### src/rtl/wasm_loader_pkg.sv
// Shared definitions for the wasm_loader program loader: state encodings,
// abort causes and LEB128 header sizing.
package wasm_loader_pkg;

    typedef enum logic [2:0] {
        ST_IDLE   = 3'd0,
        ST_HEADER = 3'd1,
        ST_LOAD   = 3'd2,
        ST_DONE   = 3'd3,
        ST_ERROR  = 3'd4
    } state_t;

    typedef enum logic [1:0] {
        LD_OK           = 2'd0,
        LD_OOB          = 2'd1,
        LD_LEN_OVF      = 2'd2,
        LD_LEN_MISMATCH = 2'd3
    } ld_code_t;

    localparam int LEB_MAX_BYTES = 5;
    localparam int LEB_W         = 7 * LEB_MAX_BYTES;

endpackage

### src/rtl/wasm_loader_leb128.sv
// leb128_decoder: byte-serial unsigned LEB128 accumulator. value/complete/overflow
// reflect the byte currently presented, so the caller can act in the same cycle.
module leb128_decoder
    import wasm_loader_pkg::*;
#(
    parameter int W = LEB_W
) (
    input  logic         clk,
    input  logic         reset,
    input  logic         clear,
    input  logic         byte_valid,
    input  logic [7:0]   byte_in,
    output logic [W-1:0] value,
    output logic         complete,
    output logic         overflow
);

    logic [W-1:0] acc_r;
    logic [2:0]   idx_r;

    // Merge the current 7-bit group into the running value
    always_comb begin
        value    = acc_r | (W'(byte_in[6:0]) << (7 * idx_r));
        overflow = byte_valid & byte_in[7] & (idx_r == 3'(LEB_MAX_BYTES - 1));
        complete = byte_valid & ~byte_in[7] & ~overflow;
    end

    // Accumulator and group index
    always_ff @(posedge clk) begin
        if (reset || clear) begin
            acc_r <= '0;
            idx_r <= 3'd0;
        end else if (byte_valid) begin
            acc_r <= value;
            idx_r <= idx_r + 3'd1;
        end
    end

endmodule

### src/rtl/wasm_loader.sv
// wasm_loader: streams a WebAssembly image into program RAM and holds the CPU in
// reset until committed. Optional LEB128 length header: LOADER_LEB128_HEADER_EN.
module wasm_loader
    import wasm_loader_pkg::*;
#(
    parameter int AW = 4
) (
    input  logic          clk,
    input  logic          reset,
    input  logic          start,
    input  logic [AW:0]   lower_bound,
    input  logic [AW:0]   upper_bound,
    input  logic [7:0]    in_data,
    input  logic          in_valid,
    input  logic          in_last,
    output logic          in_ready,
    output logic          mem_we,
    output logic [AW:0]   mem_addr,
    output logic [7:0]    mem_wdata,
    output logic          cpu_reset,
    output logic          busy,
    output logic          done,
    output logic          error,
    output logic [1:0]    error_code,
    output logic [AW+1:0] count
);

    localparam int CW = AW + 2;

    state_t        state_r, state_s;
    logic [AW:0]   lower_r, upper_r, lower_s, upper_s;
    logic          in_ready_s, mem_we_s, cpu_reset_s, busy_s, done_s, error_s;
    logic [AW:0]   mem_addr_s;
    logic [7:0]    mem_wdata_s;
    logic [1:0]    error_code_s;
    logic [CW-1:0] count_s, target_s;
    logic          accept_s, in_range_s, abort_s;
    ld_code_t      abort_code_s;

    assign accept_s   = in_valid & in_ready;
    // Target is one bit wider than the address so it can never wrap
    assign target_s   = {1'b0, lower_r} + count;
    assign in_range_s = (target_s <= {1'b0, upper_r});

`ifdef LOADER_LEB128_HEADER_EN
    logic [CW-1:0]    len_r, len_s, span_s;
    logic [LEB_W-1:0] leb_value_s;
    logic             leb_complete_s, leb_overflow_s;

    assign span_s = (lower_r > upper_r) ? CW'(0)
                  : ({1'b0, upper_r} - {1'b0, lower_r} + CW'(1));

    leb128_decoder #(.W(LEB_W)) u_leb (
        .clk        (clk),
        .reset      (reset),
        .clear      (state_r != ST_HEADER),
        .byte_valid (accept_s && (state_r == ST_HEADER)),
        .byte_in    (in_data),
        .value      (leb_value_s),
        .complete   (leb_complete_s),
        .overflow   (leb_overflow_s)
    );

    // Expected payload length captured from the header
    always_ff @(posedge clk) begin
        if (reset) len_r <= '0;
        else       len_r <= len_s;
    end
`endif

    // Next-state and next-output logic; all outputs are registered below
    always_comb begin
        state_s      = state_r;
        lower_s      = lower_r;
        upper_s      = upper_r;
        in_ready_s   = in_ready;
        mem_we_s     = 1'b0;
        mem_addr_s   = mem_addr;
        mem_wdata_s  = mem_wdata;
        cpu_reset_s  = cpu_reset;
        busy_s       = busy;
        done_s       = done;
        error_s      = error;
        error_code_s = error_code;
        count_s      = count;
        abort_s      = 1'b0;
        abort_code_s = LD_OK;
`ifdef LOADER_LEB128_HEADER_EN
        len_s        = len_r;
`endif
        case (state_r)
            ST_IDLE, ST_DONE, ST_ERROR: begin
                if (start) begin
                    lower_s      = lower_bound;
                    upper_s      = upper_bound;
                    count_s      = '0;
                    done_s       = 1'b0;
                    error_s      = 1'b0;
                    error_code_s = LD_OK;
                    cpu_reset_s  = 1'b1;
                    busy_s       = 1'b1;
                    in_ready_s   = 1'b1;
`ifdef LOADER_LEB128_HEADER_EN
                    state_s      = ST_HEADER;
`else
                    state_s      = ST_LOAD;
`endif
                end else if (state_r == ST_DONE) begin
                    // Completion shows one edge after entry, once the last write has committed
                    done_s      = 1'b1;
                    cpu_reset_s = 1'b0;
                    busy_s      = 1'b0;
                    in_ready_s  = 1'b0;
                end else begin
                    state_s = state_r;
                end
            end
`ifdef LOADER_LEB128_HEADER_EN
            ST_HEADER: begin
                if (accept_s) begin
                    if (leb_overflow_s) begin
                        abort_s = 1'b1; abort_code_s = LD_LEN_OVF;
                    end else if (leb_complete_s) begin
                        if (leb_value_s > LEB_W'(span_s)) begin
                            abort_s = 1'b1; abort_code_s = LD_LEN_OVF;
                        end else if ((leb_value_s == LEB_W'(0)) != in_last) begin
                            abort_s = 1'b1; abort_code_s = LD_LEN_MISMATCH;
                        end else if (in_last) begin
                            state_s = ST_DONE; in_ready_s = 1'b0;
                        end else begin
                            state_s = ST_LOAD; len_s = CW'(leb_value_s);
                        end
                    end else if (in_last) begin
                        abort_s = 1'b1; abort_code_s = LD_LEN_MISMATCH;
                    end else begin
                        state_s = ST_HEADER;
                    end
                end else begin
                    state_s = ST_HEADER;
                end
            end
`endif
            ST_LOAD: begin
                if (accept_s) begin
                    if (!in_range_s) begin
                        abort_s = 1'b1; abort_code_s = LD_OOB;
`ifdef LOADER_LEB128_HEADER_EN
                    end else if (((count + CW'(1)) == len_r) != in_last) begin
                        abort_s = 1'b1; abort_code_s = LD_LEN_MISMATCH;
`endif
                    end else begin
                        mem_we_s    = 1'b1;
                        mem_addr_s  = target_s[AW:0];
                        mem_wdata_s = in_data;
                        count_s     = count + CW'(1);
                        if (in_last) begin
                            state_s    = ST_DONE;
                            in_ready_s = 1'b0;
                        end else begin
                            state_s = ST_LOAD;
                        end
                    end
                end else begin
                    state_s = ST_LOAD;
                end
            end
            default: begin
                state_s = ST_IDLE;
            end
        endcase
        if (abort_s) begin
            state_s      = ST_ERROR;
            error_s      = 1'b1;
            error_code_s = abort_code_s;
            cpu_reset_s  = 1'b1;
            busy_s       = 1'b0;
            in_ready_s   = 1'b0;
            mem_we_s     = 1'b0;
        end else begin
            abort_code_s = LD_OK;
        end
    end

    // State and output registers
    always_ff @(posedge clk) begin
        if (reset) begin
            state_r    <= ST_IDLE;
            lower_r    <= '0;
            upper_r    <= '0;
            in_ready   <= 1'b0;
            mem_we     <= 1'b0;
            mem_addr   <= '0;
            mem_wdata  <= 8'h00;
            cpu_reset  <= 1'b1;
            busy       <= 1'b0;
            done       <= 1'b0;
            error      <= 1'b0;
            error_code <= LD_OK;
            count      <= '0;
        end else begin
            state_r    <= state_s;
            lower_r    <= lower_s;
            upper_r    <= upper_s;
            in_ready   <= in_ready_s;
            mem_we     <= mem_we_s;
            mem_addr   <= mem_addr_s;
            mem_wdata  <= mem_wdata_s;
            cpu_reset  <= cpu_reset_s;
            busy       <= busy_s;
            done       <= done_s;
            error      <= error_s;
            error_code <= error_code_s;
            count      <= count_s;
        end
    end

endmodule

### config.mk
export PLATFORM = sky130hd
export DESIGN_NAME = wasm_loader
export DESIGN_NICKNAME = d
export VERILOG_FILES = /design/src/rtl/wasm_loader_pkg.sv /design/src/rtl/wasm_loader_leb128.sv /design/src/rtl/wasm_loader.sv
export SDC_FILE = /design/constraint.sdc
export NUM_CORES = 1
export LEC_CHECK = 0
export CORE_MARGIN = 4
export CORE_UTILIZATION = 35
export DETAILED_ROUTE_END_ITERATION = 7
export GPL_TIMING_DRIVEN = 1
export HOLD_SLACK_MARGIN = 0.1
export PLACE_DENSITY = 0.63
export SYNTH_ARGS = -nofsm -noshare
export SYNTH_HDL_FRONTEND = slang
export SYNTH_HIERARCHICAL = 1
export SYNTH_SLANG_ARGS = --single-unit
export TNS_END_PERCENT = 30
### constraint.sdc
create_clock -name clk -period 3.5 [get_ports clk]
set_input_delay 0.875 -clock clk [delete_from_list [all_inputs] [get_ports clk]]
set_output_delay 0.875 -clock clk [all_outputs]
set_load 0.01 [all_outputs]
# Word-level counts from Yosys, hierarchy flattened
# Cells that the tools add are included.
[word_totals] inputBits=23 reg_bits=40 out_inout_bits=27 elab_cells=78
[op_classes] n_eq_ne=11 reduce_logical=16 magnitude_cmp=1 bitwise_logic=3 add_sub_neg=2 mux=31
[ops] operator="$mux W1" count=18
[ops] operator="$mux W6" count=3
[ops] operator="$mux W3" count=4
[ops] operator="$pmux W6 S2" count=1
[ops] operator="$reduce_and A2 Y1" count=5
[ops] operator="$ne A3 B3 Y1 const B" count=3
[ops] operator="$ne A2 B2 Y1 const B" count=4
[ops] operator="$reduce_bool A2 Y1" count=4
[ops] operator="$add A5 B6 Y6" count=1
[ops] operator="$add A6 B1 Y6 const B" count=1
[ops] operator="$eq A3 B2 Y1 const B" count=2
[ops] operator="$le A6 B5 Y1" count=1
[ops] operator="$mux W2" count=3
[ops] operator="$pmux W3 S2" count=1
[ops] operator="$reduce_and A5 Y1" count=1
[ops] operator="$ne A4 B4 Y1 const B" count=1
[ops] operator="$reduce_and A4 Y1" count=1
[ops] operator="$reduce_or A4 Y1" count=1
[ops] operator="$eq A3 B3 Y1 const B" count=1
[ops] operator="$logic_not A3 Y1" count=1
[ops] operator="$reduce_and A3 Y1" count=1
[ops] operator="$reduce_or A3 Y1" count=1
[ops] operator="$not A1 Y1" count=2
[ops] operator="$pmux W1 S2" count=1
[ops] operator="2 further kinds" count=2

# Longest topological paths before layout
# Gate-level depths: netlist (run 1).
[depth] depth_word=7 ltp_mapped=15 mapped_depth_nobuf=14

# Worst setup path after synthesis (run 1)
# OpenSTA, ideal clock, no wires.
[synth_path] path_type="register -> register" from="register count[0]" to="register count[4]" t_arrival_ps=2910 path_buffers=0 slack_ps=520 setup_time_ps=70 required_ps=3430 stages_incl_launch_ff=15 path_cell_list="dfxtp_1 -> ha_1 -> inv_1 -> fa_1 -> inv_1 -> a21o_1 -> a21oi_1 -> xnor2_1 -> ha_1 -> and3_1 -> a211oi_1 -> a32o_1 -> nand3_2 -> or3_1 -> a21oi_1"
[synth_between] elab_chain_cells=4 elab_cells_between_ends=8
[synth_lines] element="from (decl)" line_no="wasm_loader.sv:25" rtl="output logic [AW+1:0] count"
[synth_lines] element="from (signal assigned)" line_no="wasm_loader.sv:213" rtl="count <= count_s;"
[synth_lines] element="$add A5 B6 Y6" line_no="wasm_loader.sv:42" rtl="assign target_s = {1'b0, lower_r} + count;"
[synth_lines] element="named net target_s[4]" line_no="wasm_loader.sv:36" rtl="logic [CW-1:0] count_s, target_s;"
[synth_lines] element="$le A6 B5 Y1" line_no="wasm_loader.sv:43" rtl="assign in_range_s = (target_s <= {1'b0, upper_r});"
[synth_lines] element="$ne A2 B2 Y1 (no source line)"
[synth_lines] element="$reduce_and A4 Y1 (no source line)"
# The timed path passes the listed nets, and every way through them passes these cells. The select of a mux whose other input is x is not followed.
# A chain may end at the register's enable or synchronous reset.

# Worst setup path in the final report (run 1)
[layout_path] from="register count[0]" to="register count[5]"
# Same word-level chain as after synthesis.

==> results of run 1 <==
-- cells by family after synthesis --
kind of cell | count (synthesis) | synth area share, %
compound gates | 44 | 15.6
xor+xnor | 2 | 0.965
fa+ha+maj | 12 | 8.68
buf+inv | 23 | 5.79
flops | 38 | 41.9
mux | 13 | 7.17
other cells | 1 | 0.207
simple gates | 77 | 19.7
-- how the worst min path moves through the flow --
stage | startpoint | to | slack, ns | depth (start not counted)
floorplan | upper_r[1] | upper_r[1] | 0.44 | 2
global placement | upper_r[2] | upper_r[2] | 0.45 | 2
detailed placement | upper_r[4] | upper_r[4] | 0.45 | 2
CTS | upper_r[4] | upper_r[4] | 0.46 | 2
global route | upper_r[4] | upper_r[4] | 0.47 | 2
finish | upper_r[4] | upper_r[4] | 0.46 | 2
-- metal layers --
| metal | track usage, % | share of wire, % |
|---|---|---|
| met1 | 18.1 | 49 |
| met5 | 0 | 0 |
| met2 | 21.7 | 45 |
| met4 | 4.05 | 1.1 |
| met3 | 4.85 | 5.1 |
-- cells in the final DEF (no fill, tap or decap), types with 3 or more instances in the layout --
master | netlist | final
and3_1 | 3 | 3
nand3_1 | 7 | 7
mux2i_1 | 13 | 13
inv_1 | 13 | 13
a21o_1 | 4 | 4
ha_1 | 11 | 11
a21oi_1 | 23 | 23
clkdlybuf4s50_1 | 0 | 48
nand2b_1 | 4 | 4
clkbuf_8 | 0 | 6
nor2_1 | 23 | 23
nand2_1 | 29 | 29
dfxtp_1 | 38 | 38
-- what timing repair did --
item                                    CTS  global route
gates resized for setup                   0             2
hold buffers                              0             0
buffers inserted                          0             0
endpoints found under the setup margin    0            16
-- flip-flops by register name (all words and copies together), names as in the netlist --
name,cells
error_code,1
cpu_reset,1
count,6
mem_addr,5
in_ready,1
mem_wdata,8
mem_we,1
upper_r,5
done,1
state_r,3
busy,1
lower_r,5
-- metrics by stage --
| stage | worst slack [ns] | power (mW) | hold slack, ns |
|---|---|---|---|
| floorplan | 0.520 | 0.536 | 0.436 |
| global placement | 0.333 | 0.589 | 0.445 |
| detailed placement | 0.176 | 0.590 | 0.449 |
| CTS | 0.168 | 1.05 | 0.459 |
| global route | 0.00979 | 1.09 | 0.468 |
| finish | 0.267 | 1.04 | 0.460 |
-- layout make-up --
type                    instances  area (um^2)  area share, %
well taps                      67         83.8           3.35
clock buffers                   6         82.6           3.30
clock inverters                 2         60.1           2.40
multi-input cells             149          957           38.3
inverters                      13         48.8           1.95
repair buffers                 51          507           20.3
flip-flops and latches         38          761           30.4
-- where the power goes --
part	switching, mW	total (mW)	internal [mW]
logic	0.0644	0.127	0.0621
registers	0.00790	0.454	0.446
clock network	0.158	0.462	0.304
total	0.230	1.04	0.812
-- critical path, stage by stage (launching register included) --
cell and delay, ns:
dfxtp_1 0.43, ha_1 0.24, inv_1 0.07, fa_1 0.40
inv_1 0.07, a21o_1 0.11, a21oi_1 0.07, xnor2_1 0.19
ha_1 0.28, and3_1 0.18, a211oi_1 0.22, a32o_1 0.23
nand3_4 0.15, o311ai_1 0.33, o41ai_1 0.12
==> summary.txt, run 1 <==
Outcome
  • Status: finished, final reports clean

Placed design
  • I/O Buffers: 48
  • Placed cells: 318
  • DP HPWL: 3110 um
  • DP Area: 0.00235 mm^2
  • Global placer's final weighted congestion: 0.846

Routing
  • DR WL/cell: 12.4 um
  • Drt total wl: 4040 um
  • Routed Antenna Nets: 0
  • Pre-antenna DRT Iters: 4
  • DR DRC count: 0
  • Vias: 1574
  • Initial drt markers: 44
  • Vias per cell: 4.83

Floorplan
  • Horiz. Die Dim: 80.0 um
  • Boundary pin count: 50
  • # rows: 25
  • Die ar.: 0.00640 mm^2
  • Initial Util: 37.2%
  • Core ar.: 0.00488 mm^2
  • Die height: 80.0 um

CTS
  • Clock buffer count from CTS: 5
  • H-Tree Depth: 2
  • Root buf cell: clkbuf_8
  • Clock sink total: 38
  • Max Root-Sink Buffers: 2
  • Clock latency on the worst-skew pair: 0.29 ns
  • Clock slew at reported path FFs: 0.08 ns
  • CTS tree: built

Synth
  • Yosys warning total: 6
  • Register bit total from synthesis: 38
  • Main synth FF type: dfxtp_1
  • Top post-synthesis cells by count: dfxtp_1 (38), nand2_1 (29), a21oi_1 (23), nor2_1 (23)
  • EDFF count, synth: 0
  • Async SR Flop Fraction: 0%
  • Synth cell types: 39
  • Post-synth top area share: 41.9%
  • Top cells by area, synth: dfxtp_1 (42%), ha_1 (7.6%), mux2i_1 (7.2%)
  • Syn nets: 245
  • Synthesized area: 0.00182 mm^2
  • Syn_area_per_cell: 8.65 um^2
  • Post-synthesis sequential area ratio: 41.9%
  • Synthesized netlist cell count: 210
  • Synth area leader: dfxtp_1
  • Most frequent cell after synthesis: dfxtp_1

Critical path
  • RR Startpoint: count[0]
  • Reg-to-reg slack, setup: 0.27 ns
  • Worst setup path start: count[0]
  • Worst EP required: 3.66 ns
  • Startpoint types: register
  • Crit Path Class: reg2reg
  • Setup crit end kind: register
  • Worst setup path endpoint: count[5]
  • CP max FO: 11
  • Arr. time, crit path: 3.40 ns
  • Reg-to-reg endpoint: count[5]
  • Worst R2R Path Depth: 14

Timing
  • Fin crit share: 92.4%
  • Slew Limit Fails: 0
  • Slew margin rel.: 51.6%
  • Fin. Hold Viols: 0
  • Setup TNS: 0 ns
  • Crit path time final: 3.23 ns
  • Measured slew at the worst slew-check pin: 0.723 ns
  • Final setup fails: 0
  • Peak Freq: 309 MHz
  • Clk_skew: 0.00667 ns
  • RSZ-0062 raised after global routing: no

Global route
  • GRT overflow: 0
  • Pin count of the biggest net entering global routing: 21
  • GRT Total Usage: 13.9%
  • Antenna violations before repair: 0
  • Number of global-route vias before repair: 1530
  • First-pass GRT wire length: 6970 um

Cells and area
  • Share of post-route cells with drive strength above 1: 5.79%
  • Layout Cell Area excl Fill: 0.00250 mm^2
  • NumNets Final: 293
  • Fillers: 493
  • Final Instance Count excl. Fillers: 326
  • ANT cells: 0
  • Fin util: 51.2%
  • Layout area overhead: 37.7%

Power
  • Leakage: 1.06 nW
  • VDD IR-drop max: 0.198 mV
  • Power density cells: 417 mW/mm^2

Flow run
  • Maximum Capacitance Violations: 0

Worst hold path
  • HP Class: reg2reg
(Power assumes the default switching activity.)
==> run 2, diff against run 1 <==
--- a/config.mk
+++ b/config.mk
@@ -5,7 +5,7 @@
 export SDC_FILE = /design/constraint.sdc
 export NUM_CORES = 1
 export LEC_CHECK = 0
-export CORE_MARGIN = 4
+export CAP_MARGIN = 40
 export CORE_UTILIZATION = 35
 export DETAILED_ROUTE_END_ITERATION = 7
 export GPL_TIMING_DRIVEN = 1
==> run 2 against run 1 <==
  * Cell count rose by 0.31%
  * Via count is 0.44% lower
  * Combinational power about the same
  * Highest routed layer unchanged
  * Cell area decreased by 1.6%
  * Sequential power about the same
  * Global-route usage is 1.9 points higher
  * Critical path type unchanged
  * Power fell by 14%
  * Non-clock buffer count grew 1
  * Die area shrank 14%
  * Largest power group is now registers
  * Core utilization decreased by 0.47 points
==> summary.txt, run 2 (synthesized netlist as in run 1, its figures left out) <==
Worst hold path
  • Hold depth: 2
  • HP Class: reg2reg

Critical path
  • Startpoint types: register
  • Worst R2R Path Depth: 14
  • Arr. time, crit path: 3.41 ns
  • Worst path bufs/invs: 2
  • Crit-path leading delay family: adder cells
  • Setup crit end kind: register
  • Crit Path Class: reg2reg
  • Slowest stage cell, crit path: fa_1
  • Worst EP required: 3.73 ns
  • CP cell instances: ha_1 -> inv_1 -> fa_1 -> inv_1 -> a21o_1 -> a21oi_1 -> xnor2_1 -> ha_1 -> and3_1 -> a211oi_1 -> a32o_1 -> nand3_4 -> or3_1 -> a21oi_1
  • CP max FO: 11
  • Stages on worst setup path: 14
  • Max incr delay on CP: 0.40 ns

Routing
  • Vias per cell: 4.79
  • Pre-antenna DRT Iters: 4
  • Routed Antenna Nets: 0
  • Initial drt markers: 42
  • DR WL/cell: 12.2 um
  • DR DRC count: 0
  • Vias: 1567
  • Drt total wl: 3990 um

Placed design
  • DP HPWL: 3010 um
  • DP Area: 0.00235 mm^2
  • Setup WS pre-CTS: 0.208 ns
  • Global placer's final weighted congestion: 0.815
  • I/O Buffers: 48
  • Placed cells: 319

Global route
  • Pin count of the biggest net entering global routing: 17
  • First-pass GRT wire length: 6600 um
  • GRT overflow: 0
  • Number of global-route vias before repair: 1442
  • GRT Total Usage: 15.8%
  • Antenna violations before repair: 0

Timing
  • Final setup margin: 0.318 ns
  • Setup TNS: 0 ns
  • Crit path time final: 3.18 ns
  • RSZ-0062 raised after global routing: no
  • Fin crit share: 90.9%
  • Peak Freq: 314 MHz
  • Measured slew at the worst slew-check pin: 0.526 ns
  • Slew Limit Fails: 0
  • Fin Hold WS: 0.456 ns
  • Final setup fails: 0
  • Slew margin rel.: 64.7%
  • Fin. Hold Viols: 0
  • Clk_skew: 0.0111 ns

Cells and area
  • Regs by FF count: mem_wdata (8), count (6)
  • Layout Cell Area excl Fill: 0.00246 mm^2
  • Share of post-route cells with drive strength above 1: 6.54%
  • Max FFs per register: 8
  • Largest Register: mem_wdata
  • Layout area overhead: 35.6%
  • Commonest non-fill, non-tap cell in the layout: clkdlybuf4s50_1
  • ANT cells: 0
  • Final Instance Count excl. Fillers: 327
  • Most frequent cells in the layout: clkdlybuf4s50_1 (48), dfxtp_1 (37), nand2_1 (29)
  • Fin util: 50.8%
  • NumNets Final: 294

Power
  • Total Power: 0.895 mW
  • VDD IR-drop max: 0.239 mV
  • Power density cells: 364 mW/mm^2
  • Leakage: 1.04 nW

CTS
  • Postcts setup bufs: 0
  • H-Tree Depth: 2
  • Clock slew at reported path FFs: 0.08 ns
  • Clock sink total: 38
  • Clock buffer count from CTS: 5
  • Clock latency on the worst-skew pair: 0.29 ns
  • Max Root-Sink Buffers: 2
  • CTS Hold Bufs: 0
  • CTS tree: built
  • Root buf cell: clkbuf_8

Floorplan
  • Initial Util: 37.4%
  • Core ar.: 0.00485 mm^2
  • Die ar.: 0.00548 mm^2
  • Horiz. Die Dim: 74.0 um
  • Boundary pin count: 50
  • Die height: 74.0 um
  • # rows: 25

Flow run
  • Maximum Capacitance Violations: 0

Outcome
  • Status: finished, final reports clean
## run 2: path summary, 6_finish.rpt
kind / start / to / slack [ns]
worst max register to register: count[0] / count[4] / 0.32
worst min register to register: upper_r[1] / upper_r[1] / 0.46
worst min-delay path: upper_r[1] / upper_r[1] / 0.46
worst max-delay path: count[0] / count[4] / 0.32
## run 2: tightest hold or removal path, cell delays in order (launching register included)
cell and delay, ns:
dfxtp_1 0.31, nand2_1 0.05, a21oi_1 0.05
## run 2: routing by layer
metal  wire [um]  track usage (%)  up-vias
met4          42             4.49        0
met3         206             4.61        4
met2        1800             24.4       45
met1        1940             21.3      702
li1            -                -      816
met5           0                0        -
## run 2: area by class of cell
class | instances | area (um^2)
flip-flops and latches | 38 | 762
clock buffers | 6 | 82.6
inverters | 13 | 48.8
repair buffers | 52 | 514
well taps | 67 | 83.8
clock inverters | 2 | 12.5
fillers | 487 | 2390
multi-input cells | 149 | 957
## run 2: what timing repair did
action                                  CTS  global route
endpoints found under the setup margin    0            15
gates resized for setup                   0             3
hold endpoints to repair                  0             0
## run 2: where the power goes
part | total, mW | internal (mW) | switching, mW
clock | 0.313 | 0.158 | 0.155
combinational | 0.128 | 0.0630 | 0.0649
sequential | 0.454 | 0.446 | 0.00833
